--- src/rtl/shiftadd_pkg.sv ---
// Shared types and default sizing for the shiftadd operand sequencer.
package shiftadd_pkg;

    // Default operand width, FIFO depth and WAIT-state timeout.
    localparam int DEF_WIDTH   = 4;
    localparam int DEF_DEPTH   = 4;
    localparam int DEF_TIMEOUT = 32;

    // Job sequencer states.
    typedef enum logic [1:0] {
        ST_IDLE  = 2'd0,
        ST_ISSUE = 2'd1,
        ST_WAIT  = 2'd2,
        ST_DONE  = 2'd3
    } seq_state_t;

    // Operand pair at the default width.
    typedef struct packed {
        logic [DEF_WIDTH-1:0] a;
        logic [DEF_WIDTH-1:0] b;
    } operand_pair_t;

endpackage

--- src/rtl/shiftadd_fifo.sv ---
// Synchronous FIFO with occupancy count, full and empty flags.
// Pushes when full and pops when empty are ignored; there is no bypass.
module shiftadd_fifo #(
    parameter int DW    = 8,
    parameter int DEPTH = 4
) (
    input  logic                         clk,
    input  logic                         rst,
    input  logic                         i_push,
    input  logic [DW-1:0]                i_data,
    input  logic                         i_pop,
    output logic [DW-1:0]                o_data,
    output logic [$clog2(DEPTH+1)-1:0]   o_count,
    output logic                         o_full,
    output logic                         o_empty
);

    localparam int AW = $clog2(DEPTH);
    localparam int CW = $clog2(DEPTH+1);

    logic [DW-1:0] r_mem [DEPTH];
    logic [AW-1:0] r_wr_ptr;
    logic [AW-1:0] r_rd_ptr;
    logic [CW-1:0] r_count;

    logic w_do_push;
    logic w_do_pop;

    assign o_full    = (r_count == CW'(DEPTH));
    assign o_empty   = (r_count == '0);
    assign w_do_push = i_push && !o_full;
    assign w_do_pop  = i_pop && !o_empty;
    assign o_data    = r_mem[r_rd_ptr];
    assign o_count   = r_count;

    // Storage write on an accepted push.
    // NOTE: the data array has no reset; occupancy is tracked by the count and
    // pointers, so stale entries are never read, and leaving it unreset keeps
    // it mappable to plain RAM.
    always_ff @(posedge clk) begin
        if (w_do_push) begin
            r_mem[r_wr_ptr] <= i_data;
        end
    end

    // Pointer and occupancy bookkeeping; pointers wrap naturally at DEPTH.
    // NOTE: every sequential assignment uses <= so all registers update from
    // the same pre-edge values regardless of statement order.
    always_ff @(posedge clk) begin
        if (rst) begin
            r_wr_ptr <= '0;
            r_rd_ptr <= '0;
            r_count  <= '0;
        end else begin
            if (w_do_push) begin
                r_wr_ptr <= r_wr_ptr + AW'(1);
            end
            if (w_do_pop) begin
                r_rd_ptr <= r_rd_ptr + AW'(1);
            end
            case ({w_do_push, w_do_pop})
                2'b10:   r_count <= r_count + CW'(1);
                2'b01:   r_count <= r_count - CW'(1);
                default: r_count <= r_count;
            endcase
        end
    end

endmodule

--- src/rtl/shiftadd_seq.sv ---
// Operand sequencer and result collector wrapped around the shiftadd
// multiplier: queues (a, b) pairs, runs one job at a time, returns each
// product through a valid/ready port and aborts jobs that never finish.
module shiftadd_seq
    import shiftadd_pkg::*;
#(
    parameter int WIDTH   = DEF_WIDTH,
    parameter int DEPTH   = DEF_DEPTH,
    parameter int TIMEOUT = DEF_TIMEOUT
) (
    input  logic                        clk,
    input  logic                        rst,
    input  logic                        in_valid,
    output logic                        in_ready,
    input  logic [WIDTH-1:0]            in_a,
    input  logic [WIDTH-1:0]            in_b,
    output logic [$clog2(DEPTH+1)-1:0]  fifo_count,
    output logic                        mul_start,
    output logic [WIDTH-1:0]            mul_a,
    output logic [WIDTH-1:0]            mul_b,
    input  logic                        mul_flag,
    input  logic [2*WIDTH-1:0]          mul_p,
    output logic                        res_valid,
    input  logic                        res_ready,
    output logic [WIDTH-1:0]            res_a,
    output logic [WIDTH-1:0]            res_b,
    output logic [2*WIDTH-1:0]          res_p,
    output logic                        res_err
);

    localparam int TW = $clog2(TIMEOUT);
    localparam logic [TW-1:0] TMO_LAST = TW'(TIMEOUT - 1);

    typedef struct packed {
        logic [WIDTH-1:0] a;
        logic [WIDTH-1:0] b;
    } pair_t;

    seq_state_t         r_state;
    seq_state_t         w_next_state;

    pair_t              w_fifo_in;
    pair_t              w_fifo_out;
    logic               w_fifo_full;
    logic               w_fifo_empty;
    logic               w_push;
    logic               w_pop;

    logic               w_load_ok;
    logic               w_load_err;

    logic [WIDTH-1:0]   r_op_a;
    logic [WIDTH-1:0]   r_op_b;
    logic [TW-1:0]      r_tmo_cnt;

    logic [WIDTH-1:0]   r_res_a;
    logic [WIDTH-1:0]   r_res_b;
    logic [2*WIDTH-1:0] r_res_p;
    logic               r_res_err;

    // Ready comes from the registered count only, so a same-cycle pop never
    // opens a slot for a push.
    assign in_ready    = !w_fifo_full;
    assign w_push      = in_valid && in_ready;
    assign w_fifo_in   = '{a: in_a, b: in_b};

    shiftadd_fifo #(
        .DW    (2*WIDTH),
        .DEPTH (DEPTH)
    ) u_fifo (
        .clk     (clk),
        .rst     (rst),
        .i_push  (w_push),
        .i_data  (w_fifo_in),
        .i_pop   (w_pop),
        .o_data  (w_fifo_out),
        .o_count (fifo_count),
        .o_full  (w_fifo_full),
        .o_empty (w_fifo_empty)
    );

    // Multiplier drive: start is held through ISSUE and WAIT with stable operands.
    assign mul_start = (r_state == ST_ISSUE) || (r_state == ST_WAIT);
    assign mul_a     = r_op_a;
    assign mul_b     = r_op_b;

    // Result port.
    assign res_valid = (r_state == ST_DONE);
    assign res_a     = r_res_a;
    assign res_b     = r_res_b;
    assign res_p     = r_res_p;
    assign res_err   = r_res_err;

    // State register.
    always_ff @(posedge clk) begin
        if (rst) begin
            r_state <= ST_IDLE;
        end else begin
            r_state <= w_next_state;
        end
    end

    // Next-state and job-control strobes; mul_flag matters only in IDLE
    // (a stale high flag holds off the next pop) and WAIT (completion).
    // NOTE: every output of this block is given a default first, so no path
    // leaves a value unassigned and no latch is inferred.
    always_comb begin
        w_next_state = r_state;
        w_pop        = 1'b0;
        w_load_ok    = 1'b0;
        w_load_err   = 1'b0;
        case (r_state)
            ST_IDLE: begin
                if (!w_fifo_empty && !mul_flag) begin
                    w_pop        = 1'b1;
                    w_next_state = ST_ISSUE;
                end
            end
            ST_ISSUE: begin
                w_next_state = ST_WAIT;
            end
            ST_WAIT: begin
                // A flag arriving on the last allowed cycle still counts as success.
                if (mul_flag) begin
                    w_load_ok    = 1'b1;
                    w_next_state = ST_DONE;
                end else if (r_tmo_cnt == TMO_LAST) begin
                    w_load_err   = 1'b1;
                    w_next_state = ST_DONE;
                end
            end
            ST_DONE: begin
                if (res_ready) begin
                    w_next_state = ST_IDLE;
                end
            end
            default: begin
                w_next_state = ST_IDLE;
            end
        endcase
    end

    // Operand registers: loaded from the FIFO head on each pop.
    always_ff @(posedge clk) begin
        if (rst) begin
            r_op_a <= '0;
            r_op_b <= '0;
        end else if (w_pop) begin
            r_op_a <= w_fifo_out.a;
            r_op_b <= w_fifo_out.b;
        end
    end

    // Timeout counter: cleared in ISSUE, counts every cycle spent in WAIT.
    always_ff @(posedge clk) begin
        if (rst) begin
            r_tmo_cnt <= '0;
        end else if (r_state == ST_ISSUE) begin
            r_tmo_cnt <= '0;
        end else if (r_state == ST_WAIT) begin
            r_tmo_cnt <= r_tmo_cnt + TW'(1);
        end
    end

    // Result capture on leaving WAIT; held unchanged through DONE.
    always_ff @(posedge clk) begin
        if (rst) begin
            r_res_a   <= '0;
            r_res_b   <= '0;
            r_res_p   <= '0;
            r_res_err <= 1'b0;
        end else if (w_load_ok) begin
            r_res_a   <= r_op_a;
            r_res_b   <= r_op_b;
            r_res_p   <= mul_p;
            r_res_err <= 1'b0;
        end else if (w_load_err) begin
            r_res_a   <= r_op_a;
            r_res_b   <= r_op_b;
            r_res_p   <= '0;
            r_res_err <= 1'b1;
        end
    end

endmodule

--- config.mk ---
export PLATFORM = sky130hd
export DESIGN_NAME = shiftadd_seq
export DESIGN_NICKNAME = d
export VERILOG_FILES = /design/src/rtl/shiftadd_pkg.sv /design/src/rtl/shiftadd_fifo.sv /design/src/rtl/shiftadd_seq.sv
export SDC_FILE = /design/constraint.sdc
export NUM_CORES = 1
export LEC_CHECK = 0
export ABC_AREA = 1
export CORE_UTILIZATION = 55
export DETAILED_ROUTE_END_ITERATION = 8
export DONT_BUFFER_PORTS = 1
export PLACE_DENSITY_LB_ADDON = 0.2
export SLEW_MARGIN = 5
export SYNTH_ARGS = -nofsm -noshare
export SYNTH_HDL_FRONTEND = slang
export SYNTH_SLANG_ARGS = --single-unit
--- constraint.sdc ---
create_clock -name clk -period 2.65 [get_ports clk]
set_input_delay 0.6625 -clock clk [delete_from_list [all_inputs] [get_ports clk]]
set_output_delay 0.6625 -clock clk [all_outputs]
set_load 0.01 [all_outputs]
# [Word-level counts from Yosys, hierarchy flattened]
# Memory sizes are Yosys's and may differ from the RTL's. A register that Yosys moved wholly into a read port is not among the register bits.
# Index checks and enable logic that the tools add are counted.
[classes] n_reduce_logical=15 n_eq_ne=10 addsub=5 muxes=21
[ops] op="$mux W4" count=4
[ops] op="$mux W8" count=2
[ops] op="$mux W1" count=9
[ops] op="$mux W2" count=4
[ops] op="$pmux W2 S4" count=1
[ops] op="$eq A2 B2 Y1 const B" count=3
[ops] op="$pmux W3 S2" count=1
[ops] op="$add A5 B1 Y5 const B" count=1
[ops] op="$eq A5 B5 Y1 const B" count=1
[ops] op="$add A2 B1 Y2 const B" count=2
[ops] op="$eq A2 B1 Y1 const B" count=2
[ops] op="$logic_and A1 B1 Y1" count=4
[ops] op="$reduce_bool A2 Y1" count=2
[ops] op="$reduce_or A2 Y1" count=2
[ops] op="$add A3 B1 Y3 const B" count=1
[ops] op="$eq A3 B3 Y1 const B" count=1
[ops] op="$logic_not A1 Y1" count=3
[ops] op="$logic_not A3 Y1" count=1
[ops] op="$ne A3 B3 Y1 const B" count=1
[ops] op="$reduce_and A3 Y1" count=1
[ops] op="$sub A3 B1 Y3 const B" count=1
[ops] op="$logic_not A2 Y1" count=1
[ops] op="$ne A2 B1 Y1 const B" count=1
[ops] op="$ne A2 B2 Y1 const B" count=1
[ops] op="$logic_or A1 B1 Y1" count=1
[word_totals] in_bits=21 elab_cells=61 reg_bits=31 ramBits=32 memories=1
[mem_list] name="u_fifo.r_mem" words=4 width=8 read_ports=1 rd_clocked_by_memory_dff=1 write_ports=1 line="shiftadd_fifo.sv:21" rtl="logic [DW-1:0] r_mem [DEPTH];"

# [Logic depth before layout (Yosys ltp)]
# Gate-level depths: netlist of the first run.
[logic_depth] word_depth=8 depth_mapped=13 mapped_depth_nobuf=12

# [Modules after synthesis]
# From an unflattened synthesis of the first run, not the netlist that was laid out.
[unflattened] hier_cells=316 area_unflattened_um2=3027.9
[by_module_without_submodules] module="shiftadd_fifo" area_each_um2=1691.6 cells_per_inst=146 seq_area_each_um2=1141.1 n_inst=1
[by_module_without_submodules] module="shiftadd_seq" area_each_um2=1336.3 cells_per_inst=170 seq_area_each_um2=640.6 n_inst=1

# [Worst setup path after synthesis of the first run]
# OpenSTA, ideal clock, no wires.
[synth_path] path_type="input to register" start="input port mul_flag" end="register u_fifo.r_count[2], in the netlist u_fifo.o_count[2]" stages=11 arrival_time_ps=1883 setup_ps=119 required_time_ps=2531 slack_ps=648 n_path_buf=1 cell_sequence="inv_2 > nand3_2 > inv_2 > buf_6 > ha_1 > inv_1 > fa_1 > nand2_1 > nand3_1 > o21ai_0 > a21oi_1"
[synth_via] elab_chain_len=7 elab_cells_between_ends=9 cone_classes="2 x eq/ne; 3 x mux; 4 x reduce/logical"
[synth_lines] item="start: declaration" line="shiftadd_seq.sv:21" rtl="input logic mul_flag,"
[synth_lines] item="$logic_not A1 Y1 (*)" line="shiftadd_seq.sv:114" rtl="if (!w_fifo_empty && !mul_flag) begin"
[synth_lines] item="$logic_and A1 B1 Y1 (*)" line="shiftadd_seq.sv:114"
[synth_lines] item="$mux W1 (*)" line="shiftadd_seq.sv:114"
[synth_lines] item="$mux W1 (*)" line="shiftadd_seq.sv:112" rtl="case (r_state)"
[synth_lines] item="$logic_and A1 B1 Y1 (*)" line="shiftadd_fifo.sv:32" rtl="assign w_do_pop = i_pop && !o_empty;"
[synth_lines] item="net u_fifo.w_do_pop" line="shiftadd_fifo.sv:27" rtl="logic w_do_pop;"
[synth_lines] item="$eq A2 B1 Y1 or $eq A2 B2 Y1 (tied branches)" line="shiftadd_fifo.sv:61" rtl="case ({w_do_push, w_do_pop})"
[synth_lines] item="$pmux W3 S2 or $reduce_bool A2 Y1 (tied branches)"
[synth_lines] item="end signal: assignment" line="shiftadd_fifo.sv:62" rtl="2'b10: r_count <= r_count + CW'(1);"
[synth_lines] item="end signal: assignment" line="shiftadd_fifo.sv:63" rtl="2'b01: r_count <= r_count - CW'(1);"
[synth_lines] item="end signal: assignment" line="shiftadd_fifo.sv:64" rtl="default: r_count <= r_count;"
[synth_lines] item="end: declaration" line="shiftadd_fifo.sv:24" rtl="logic [CW-1:0] r_count;"
# Mark *: on every way through the listed nets, which the timed path passes. The rest lies on a longest branch.
# A chain may end at the register's enable or synchronous reset.

# [Worst setup path in the final report of the first run]
[layout_path] start="register r_state[0]" end="register u_fifo.r_count[2], in the netlist u_fifo.o_count[2]"
[layout_via] elab_chain_len=5 elab_cells_between_ends=7 cone_classes="2 x eq/ne; 2 x mux; 3 x reduce/logical"
[layout_lines] item="start: declaration" line="shiftadd_seq.sv:39" rtl="seq_state_t r_state;"
[layout_lines] item="start signal: assignment" line="shiftadd_seq.sv:99" rtl="r_state <= w_next_state;"
[layout_lines] item="$logic_not A2 Y1 (*)" line="shiftadd_seq.sv:112"
[layout_lines] item="$mux W1 (*)" line="shiftadd_seq.sv:112"
[layout_lines] item="$logic_and A1 B1 Y1 (*)" line="shiftadd_fifo.sv:32"
[layout_lines] item="$eq A2 B1 Y1 or $eq A2 B2 Y1 (tied branches)" line="shiftadd_fifo.sv:61"
[layout_lines] item="$pmux W3 S2 or $reduce_bool A2 Y1 (tied branches)"
# Every way passes the cells marked *; elsewhere a longest branch is shown, timed or not.

==> flow_summary.yaml, run 1 <==
run_status:
  outcome: "complete, no violations"
floorplan:
  num_rows: 26
  design.die.area_sq_mm: 0.00577
  floorplan.io_pins: 52
  die_w_microns: 76.0
  core_region_area_sq_mm: 0.00517
  die_height_microns: 76.0
  initial_utilization_pct: 58.2
sta:
  clock.fmax_ghz: 0.448
  period_needed_ns: 2.23
  grt_setup_unrepaired: "false"
  worst_pin_slew_ns: 0.713
  crit_share_post_route_pct: 84.2
  timing.final.hold_violations: 0
  worst_max_slew_margin_expressed_relative_to_the_limit_pct: 52.3
  setup_viol_count_final: 0
  setup-tns-final_ns: 0
  skew_ns: 0.0107
  final_max_tran_viols: 0
logic_synthesis:
  synthCells: 314
  syn_area_per_cell_sq_um: 9.58
  ys_ff_latch: 71
  ys_seq_area_share_pct: 57.9
  synth_area_sq_mm: 0.00301
  synth.yosys.warnings: 0
  postSynthNetCount: 348
  synth_cell_types: 29
min_path:
  timing.hold.worst.class: "input port to flop"
  hold_path_startpoint: "rst"
  worstHoldPathCells: 1
  timing.hold.worst_endpoint: "res_p[0]$_SDFFE_PP0P_"
global_routing:
  grt_residual_overflow: 0
  grt_antenna_before_repair: 0
  grt_pass1_wl_microns: 8870
  grt_start_max_net_pins: 25
  first_global_vias: 1910
  grt.total_usage_pct: 19.9
detailed_routing:
  wl_microns: 5160
  drt-initial-drc-count: 72
  final_antenna_net_count: 0
  avgViaCountPerCell: 5.03
  routed_wire_length_per_instance_microns: 13.2
  firstDrtPassIters: 4
  remaining_drc_errors: 0
  vias: 1966
power_and_ir_drop:
  largest_vdd_supply_drop_mv: 0.439
  share_seq_of_total_power_pct: 49.6
  sw_frac_of_total_pct: 33.4
  total_switching_power_uw: 991
  power.share.combinational_pct: 22.7
  power_density_mw_per_mm2: 925
  intPower_uw: 1970
  clkPwrFrac_pct: 27.7
  total_leakage_power_uw: 0.00127
critical_path:
  critical_path.endpoint_type: "flop"
  timing.setup.critical_path_class: "flop to flop"
  data_required_time_of_the_worst_path_ns: 2.87
  worst-path-stages: 11
  worst_path_top_cell_family_by_delay: "adder cells"
  critPathLaunchType: "flop"
  cp.arrival_ns: 2.45
  critical_path.slowest_cell: "sky130_fd_sc_hd__fa_1"
  critical_path.max_stage_delay_ns: 0.38
  critPathBufInv: 3
  worstReg2RegStart: "r_state[0]$_SDFFE_PP0P_"
  maximum_net_fanout_on_the_critical_path: 11
  r2r-end: "u_fifo.o_count[2]$_SDFFE_PP0P_"
  ff2ff_setup_slack_ns: 0.42
  worst-r2r-cell-count: 11
  worst_setup_path_startpoint: "r_state[0]$_SDFFE_PP0P_"
  critical_path.cell_chain: "inv_1, ha_1, nand3_2, inv_2, ha_1, inv_1, fa_1, nand2_1, nand3_1, o21ai_0, a21oi_1"
cells_and_area:
  final_area_sq_mm: 0.00320
  final_cell_mix: "61 x sky130_fd_sc_hd__nor2_1, 42 x sky130_fd_sc_hd__nand2_1, 39 x sky130_fd_sc_hd__dfxtp_1, 32 x sky130_fd_sc_hd__edfxtp_1, 30 x sky130_fd_sc_hd__inv_1"
  insertedDiodeCount: 0
  multi_input_comb_area_sq_mm: 0.00103
  drive_gt1_share_pct: 8.41
  fill_cell_instance_count_of_the_final_layout: 429
  finish.utilization_pct: 61.9
  final_common_cell: "sky130_fd_sc_hd__nor2_1"
  design.final.nets: 350
  area.growth.synth_to_final_pct: 6.44
  area.sequential_sq_mm: 0.00174
  final_cell_count_no_fill: 391
clocking:
  worst_skew_pair.late_latency_ns: 0.34
  cts_tree: "built"
  post_cts_resized: 0
  hold_buffers: 0
  cts.sinks: 71
  cts_bufs_inserted: 9
  postCtsSetupBuffers: 0
  cts.htree.levels: 3
  cts.path.max_buffers: 2
  clockRootBuffer: "sky130_fd_sc_hd__clkbuf_8"
  clkSlewWorstSetupHoldPaths_ns: 0.07
placement:
  hpwl_microns: 3540
  post_dp_area_sq_mm: 0.00301
  gp_routability_congestion: 0.736
  placedCellCount: 375
  place.port_buffers: 0
job:
  max_cap_violations: 0
## cell type report
type | count | area share, %
flip-flops and latches | 71 | 54.4
clock buffers | 10 | 4.02
repair buffers | 3 | 0.703
multi-input cells | 197 | 32.2
inverters | 34 | 4.06
well taps | 70 | 2.73
clock inverters | 6 | 1.88
## registers in the layout, summed over array words and instances, names as in the netlist
register	count
mul_b	4
res_b	4
u_fifo.r_wr_ptr	2
u_fifo.r_mem	32
res_p	8
res_err	1
u_fifo.o_count	3
res_a	4
r_state	2
u_fifo.r_rd_ptr	2
r_tmo_cnt	5
mul_a	4
## synth_stat cells
| library cell | n | share of area, % |
|---|---|---|
| sky130_fd_sc_hd__a211oi_1 | 1 | 0.25 |
| sky130_fd_sc_hd__fa_1 | 1 | 0.67 |
| sky130_fd_sc_hd__o21ai_1 | 9 | 1.5 |
| sky130_fd_sc_hd__buf_6 | 5 | 1.9 |
| sky130_fd_sc_hd__clkinv_1 | 1 | 0.12 |
| sky130_fd_sc_hd__clkbuf_1 | 1 | 0.12 |
| sky130_fd_sc_hd__nand3_1 | 5 | 0.83 |
| sky130_fd_sc_hd__nor2_1 | 61 | 7.6 |
| sky130_fd_sc_hd__nor3b_1 | 1 | 0.25 |
| sky130_fd_sc_hd__nand4_4 | 1 | 0.71 |
| sky130_fd_sc_hd__inv_2 | 2 | 0.25 |
| sky130_fd_sc_hd__a21oi_1 | 29 | 4.8 |
| sky130_fd_sc_hd__ha_1 | 12 | 5.0 |
| sky130_fd_sc_hd__nand2_1 | 42 | 5.2 |
| sky130_fd_sc_hd__o21ai_4 | 1 | 0.54 |
| sky130_fd_sc_hd__clkbuf_2 | 1 | 0.17 |
| sky130_fd_sc_hd__o21bai_1 | 8 | 2.0 |
| sky130_fd_sc_hd__dfxtp_1 | 39 | 26 |
| sky130_fd_sc_hd__buf_4 | 2 | 0.50 |
| sky130_fd_sc_hd__inv_4 | 1 | 0.21 |
| sky130_fd_sc_hd__xor2_1 | 2 | 0.58 |
| sky130_fd_sc_hd__nand3_2 | 1 | 0.33 |
| sky130_fd_sc_hd__edfxtp_1 | 32 | 32 |
| sky130_fd_sc_hd__buf_2 | 2 | 0.33 |
| sky130_fd_sc_hd__buf_8 | 1 | 0.50 |
| sky130_fd_sc_hd__o21ai_0 | 21 | 3.5 |
| sky130_fd_sc_hd__inv_1 | 30 | 3.7 |
| sky130_fd_sc_hd__nand2_2 | 1 | 0.21 |
| sky130_fd_sc_hd__a21oi_2 | 1 | 0.29 |
## routing by layer
layer	global-route usage (%)	wire length [microns]
met1	25.8	2480
met2	30.2	2350
met3	5.42	277
met4	11.0	48
met5	0	0
## worst register-to-register path: cells and delay by family, from the launching register on
family	cells	cell delay, ns
fa+ha+maj	3	0.77
buf+inv	3	0.42
simple gates	3	0.40
flops	1	0.34
compound gates	2	0.20
## metrics by stage
stage	setup WS [ns]	total power, uW	hold WS [ns]
after floorplan	0.648	2080	0.443
after global placement	0.398	2150	0.458
after detailed placement	0.340	2170	0.470
after CTS	0.416	3000	0.365
after global routing	0.0732	3180	0.366
final	0.420	2960	0.391
## power by group through the flow
stage                     clock, uW  combinational, uW  sequential (uW)
final                           820                672             1470
after global routing            893                799             1490
after CTS                       847                676             1470
after detailed placement          0                671             1500
after global placement            0                655             1490
after floorplan                   0                627             1460
## how the worst max path moves through the flow
| stage | end | slack [ns] |
|---|---|---|
| 2_1_floorplan | u_fifo.o_count[2]$_SDFFE_PP0P_ | 0.65 |
| 3_3_place_gp | u_fifo.o_count[2]$_SDFFE_PP0P_ | 0.40 |
| 3_5_place_dp | u_fifo.o_count[2]$_SDFFE_PP0P_ | 0.34 |
| 4_1_cts | u_fifo.o_count[2]$_SDFFE_PP0P_ | 0.42 |
| 5_1_grt | u_fifo.o_count[2]$_SDFFE_PP0P_ | 0.07 |
| 6_report | u_fifo.o_count[2]$_SDFFE_PP0P_ | 0.42 |
## logic make-up after synthesis
family | count (synthesis) | share of synthesized area [%]
and+or+nand+nor | 112 | 15.2
adders and majority gates | 13 | 5.65
xor gates and xnor gates | 2 | 0.582
DFF | 71 | 57.9
AOI/OAI and AO/OA | 70 | 12.9
buffers and inverters | 46 | 7.82
No activity file was read; power rests on OpenSTA's default activity.
==> inputs of run 2 (changes only) <==
clock period = 1.95 ns   (was 2.65 ns; I/O delays follow)
==> flow_summary.yaml, run 2 (synthesized netlist as in run 1, its figures left out) <==
run_status:
  outcome: "complete, no violations"
detailed_routing:
  routed_wire_length_per_instance_microns: 13.0
  remaining_drc_errors: 0
  avgViaCountPerCell: 5.02
  final_antenna_net_count: 0
  drt-initial-drc-count: 143
  wl_microns: 5240
  firstDrtPassIters: 4
  vias: 2023
clocking:
  cts_bufs_inserted: 9
  cts.htree.levels: 3
  hold_buffers: 0
  cts.path.max_buffers: 2
  worst_skew_pair.late_latency_ns: 0.34
  cts.sinks: 71
  cts_tree: "built"
  clockRootBuffer: "sky130_fd_sc_hd__clkbuf_8"
  clkSlewWorstSetupHoldPaths_ns: 0.07
placement:
  gp_routability_congestion: 0.730
  place.port_buffers: 0
  placedCellCount: 387
  hpwl_microns: 3670
critical_path:
  worstReg2RegStart: "r_tmo_cnt[1]$_SDFFE_PP0P_"
  critPathLaunchType: "flop"
  crit_path_frequent_cell: "sky130_fd_sc_hd__ha_1"
  timing.setup.critical_path_class: "flop to flop"
  maximum_net_fanout_on_the_critical_path: 22
  critical_path.slowest_cell: "sky130_fd_sc_hd__o21ai_4"
  worst_setup_path_startpoint: "r_tmo_cnt[1]$_SDFFE_PP0P_"
  worst_path_top_cell_family_by_delay: "compound AO/OA/AOI/OAI gates"
  critical_path.max_stage_delay_ns: 0.42
  critical_path.cell_chain: "ha_1, inv_1, nor2_1, ha_1, o21ai_4, buf_4, nand2_1, a21oi_1"
  critical_path.endpoint_type: "flop"
  data_required_time_of_the_worst_path_ns: 2.22
  cp.arrival_ns: 2.06
  critPathBufInv: 2
power_and_ir_drop:
  largest_vdd_supply_drop_mv: 0.783
  share_seq_of_total_power_pct: 49.5
  total_switching_power_uw: 1360
  power_density_mw_per_mm2: 1220
  clkPwrFrac_pct: 24.4
  total_power_uw: 4020
  total_leakage_power_uw: 0.00131
  power.share.combinational_pct: 26.1
  sw_frac_of_total_pct: 33.7
  intPower_uw: 2670
cells_and_area:
  area.growth.synth_to_final_pct: 9.11
  insertedDiodeCount: 0
  final_common_cell: "sky130_fd_sc_hd__nor2_1"
  design.final.nets: 362
  fill_cell_instance_count_of_the_final_layout: 426
  final_cell_mix: "60 x sky130_fd_sc_hd__nor2_1, 42 x sky130_fd_sc_hd__nand2_1, 38 x sky130_fd_sc_hd__dfxtp_1, 32 x sky130_fd_sc_hd__edfxtp_1, 29 x sky130_fd_sc_hd__a21oi_1"
  drive_gt1_share_pct: 13.2
  largest_register_ff_count: 32
  final_cell_count_no_fill: 403
  register_with_the_most_flip_flops: "u_fifo.r_mem"
floorplan:
  die_w_microns: 76.0
  initial_utilization_pct: 58.2
  design.die.area_sq_mm: 0.00577
  die_height_microns: 76.0
  core_region_area_sq_mm: 0.00517
  num_rows: 26
  floorplan.io_pins: 52
sta:
  skew_ns: 0.00661
  grt_setup_unrepaired: "false"
  timing.final.hold_violations: 0
  period_needed_ns: 1.79
  setup-tns-final_ns: 0
  final_max_tran_viols: 0
  setup_viol_count_final: 0
  worst_pin_slew_ns: 0.491
  timing.hold.ws_ns: 0.211
  crit_share_post_route_pct: 91.6
  worst_max_slew_margin_expressed_relative_to_the_limit_pct: 67.2
  clock.fmax_ghz: 0.560
job:
  max_cap_violations: 0
global_routing:
  grt_residual_overflow: 0
  grt.total_usage_pct: 19.3
  first_global_vias: 1865
  grt_pass1_wl_microns: 8560
  grt_start_max_net_pins: 23
  grt_antenna_before_repair: 0
min_path:
  timing.hold.worst.class: "input port to flop"
  hold_path_startpoint: "rst"
-- run 2: metrics by stage --
stage               instance area [sq um]  setup slack [ns]  util (%)
floorplan                            3010            0.0685         -
global placement                     3100             0.140      60.0
detailed placement                   3100            0.0867      60.0
CTS                                  3270            0.0670      63.2
global route                         3280            0.0193      63.5
finish                               3280             0.164      63.5
-- run 2: timing repair --
action | 4_1_cts | 5_1_grt
resized for setup | 0 | 8
endpoints found under the setup margin | 0 | 1
buffers inserted | 0 | 0
endpoints found under the hold margin | 0 | 0
-- run 2: path summary, 6_finish.rpt --
path	end	cells past startpoint	slack (ns)
min reg2reg	r_tmo_cnt[4]$_SDFFE_PP0P_	2	0.47
max reg2reg	res_p[5]$_SDFFE_PP0P_	8	0.16
min	res_p[2]$_SDFFE_PP0P_	1	0.21
max	res_p[5]$_SDFFE_PP0P_	8	0.16
-- run 2: area by class of cell --
type / count / area (sq um) / share of cell area [%]
clock buffers: 12 / 143 / 4.34
clock inverters: 4 / 22.5 / 0.686
inverters: 34 / 130 / 3.96
multi-input cells: 197 / 1040 / 31.8
flip-flops and latches: 71 / 1740 / 53.1
well taps: 70 / 87.6 / 2.67
repair buffers: 15 / 113 / 3.43
-- run 2: power groups by stage --
stage	combinational [uW]	clock [uW]	sequential [uW]
6_report	1050	981	1990
5_1_grt	1210	1080	2010
4_1_cts	1040	1010	1990
3_5_place_dp	1040	0	2020
3_3_place_gp	1010	0	2010
2_1_floorplan	852	0	1980
-- run 2: layer usage --
metal	vias to the layer above	global-route usage [%]	part of all wire, %	wire, microns
met1	911	22.2	45	2340
li1	1054	-	-	-
met2	50	32.7	48	2520
met4	0	11.0	1.7	91
met5	-	0	0	0
met3	8	5.18	5.4	285
==> inputs of run 3 (changes only) <==
CORE_ASPECT_RATIO = 1.25   (was not set)
CORE_MARGIN = 2   (was not set)
GPL_ROUTABILITY_DRIVEN = 0   (was not set)
==> flow_summary.yaml, run 3 (synthesized netlist as in run 1, its figures left out) <==
placement:
  pre_cts_ws_ns: 0.0619
  place.port_buffers: 0
  hpwl_microns: 3570
global_routing:
  grt.total_usage_pct: 18.3
  grt_pass1_wl_microns: 8440
  grt_start_max_net_pins: 22
  grt_antenna_before_repair: 0
  grt_residual_overflow: 0
  first_global_vias: 1845
sta:
  skew_ns: 0.00531
  grt_setup_unrepaired: "false"
  clock.fmax_ghz: 0.549
  period_needed_ns: 1.82
  timing.final.hold_violations: 0
  worst_max_slew_margin_expressed_relative_to_the_limit_pct: 71.4
  setup_viol_count_final: 0
  final.setup.worst_slack_ns: 0.130
  worst_pin_slew_ns: 0.428
  crit_share_post_route_pct: 93.3
  setup-tns-final_ns: 0
  final_max_tran_viols: 0
  timing.hold.ws_ns: 0.212
detailed_routing:
  routed_wire_length_per_instance_microns: 12.8
  final_antenna_net_count: 0
  remaining_drc_errors: 0
  firstDrtPassIters: 4
  vias: 2011
  wl_microns: 5070
  drt-initial-drc-count: 98
  avgViaCountPerCell: 5.08
critical_path:
  crit_path_frequent_cell: "sky130_fd_sc_hd__inv_2"
  critPathBufInv: 3
  maximum_net_fanout_on_the_critical_path: 4
  cp.arrival_ns: 2.05
  timing.setup.critical_path_class: "flop to flop"
  worstReg2RegStart: "r_state[0]$_SDFFE_PP0P_"
  critical_path.max_stage_delay_ns: 0.38
  critPathLaunchType: "flop"
  critical_path.cell_chain: "inv_2, ha_2, nand3_2, inv_2, ha_1, inv_1, fa_1, nand2_1, nand3_1, o21ai_1, a21oi_1"
  data_required_time_of_the_worst_path_ns: 2.18
  worst_setup_path_startpoint: "r_state[0]$_SDFFE_PP0P_"
  worst_path_top_cell_family_by_delay: "adder cells"
  critical_path.endpoint_type: "flop"
  critical_path.slowest_cell: "sky130_fd_sc_hd__fa_1"
power_and_ir_drop:
  share_seq_of_total_power_pct: 48.8
  power.share.combinational_pct: 24.2
  total_leakage_power_uw: 0.00131
  total_switching_power_uw: 1350
  clkPwrFrac_pct: 26.9
  sw_frac_of_total_pct: 33.1
  total_power_uw: 4090
  power_density_mw_per_mm2: 1250
  intPower_uw: 2740
  largest_vdd_supply_drop_mv: 0.818
run_status:
  outcome: "complete, no violations"
cells_and_area:
  final_cell_mix: "61 x sky130_fd_sc_hd__nor2_1, 42 x sky130_fd_sc_hd__nand2_1, 39 x sky130_fd_sc_hd__dfxtp_1, 32 x sky130_fd_sc_hd__edfxtp_1, 29 x sky130_fd_sc_hd__a21oi_1"
  design.final.nets: 361
  insertedDiodeCount: 0
  final_common_cell: "sky130_fd_sc_hd__nor2_1"
  area.growth.synth_to_final_pct: 8.98
  largest_register_ff_count: 32
  register_with_the_most_flip_flops: "u_fifo.r_mem"
  drive_gt1_share_pct: 11.7
clocking:
  cts_tree: "built"
  cts.sinks: 71
  cts.htree.levels: 3
  clockRootBuffer: "sky130_fd_sc_hd__clkbuf_8"
  cts.path.max_buffers: 2
  cts_bufs_inserted: 9
  postCtsSetupBuffers: 0
  clkSlewWorstSetupHoldPaths_ns: 0.07
  worst_skew_pair.late_latency_ns: 0.33
floorplan:
  die_height_microns: 86.7
  floorplan.io_pins: 52
  num_rows: 30
  initial_utilization_pct: 56.1
  die_w_microns: 70.2
  core_region_area_sq_mm: 0.00537
  design.die.area_sq_mm: 0.00608
min_path:
  timing.hold.worst.class: "input port to flop"
  hold_path_startpoint: "rst"
job:
  max_cap_violations: 0
==> run 3: path summary, 6_finish.rpt <==
path,to,slack [ns],cells past startpoint
worst max register to register,u_fifo.o_count[2]$_SDFFE_PP0P_,0.13,11
worst min register to register,r_tmo_cnt[4]$_SDFFE_PP0P_,0.47,2
worst max-delay path,u_fifo.o_count[2]$_SDFFE_PP0P_,0.13,11
worst min-delay path,res_p[6]$_SDFFE_PP0P_,0.21,1
==> run 3: power groups by stage <==
stage / logic (uW) / clock network (uW) / registers (uW)
after floorplan: 852 / 0 / 1980
after global placement: 979 / 0 / 2030
after detailed placement: 1000 / 0 / 2030
after CTS: 1010 / 1130 / 2000
after global routing: 1160 / 1200 / 2020
final: 992 / 1100 / 2000
==> run 3: final cells by class <==
class / instances / area, sq um
well taps: 64 / 80.1
fillers: 457 / 2090
flip-flops and latches: 71 / 1740
clock inverters: 7 / 63.8
inverters: 34 / 130
clock buffers: 9 / 124
multi-input cells: 197 / 1030
repair buffers: 14 / 105
==> run 3: worst reg2reg max path: cells and delay by family, from the launching register on <==
| family | cells | cell delay (ns) |
|---|---|---|
| adders and majority gates | 3 | 0.72 |
| buffers and inverters | 3 | 0.22 |
| DFF | 1 | 0.35 |
| and+or+nand+nor | 3 | 0.26 |
| AOI/OAI and AO/OA | 2 | 0.18 |
==> run 3: per-layer routing <==
metal  track usage (%)  share of wire (%)  vias up
met5                 0                  0        -
met2              30.7                 49       54
met3              6.05                7.0        8
met1              20.4                 42      901
met4              10.3                1.9        0
li1                  -                  -     1048
==> run 3: stage by stage <==
| step | util [%] | area [sq um] | instances |
|---|---|---|---|
| after floorplan | - | 3010 | 314 |
| after global placement | 57.6 | 3090 | 380 |
| after detailed placement | 57.6 | 3090 | 380 |
| after CTS | 61.0 | 3280 | 396 |
| after global routing | 61.1 | 3280 | 396 |
| final | 61.1 | 3280 | 396 |
==> run 3: repair_timing <==
item | in CTS | in global routing
hold buffers | 0 | 0
resized for setup | 0 | 4
endpoints found under the setup margin | 0 | 1
endpoints found under the hold margin | 0 | 0
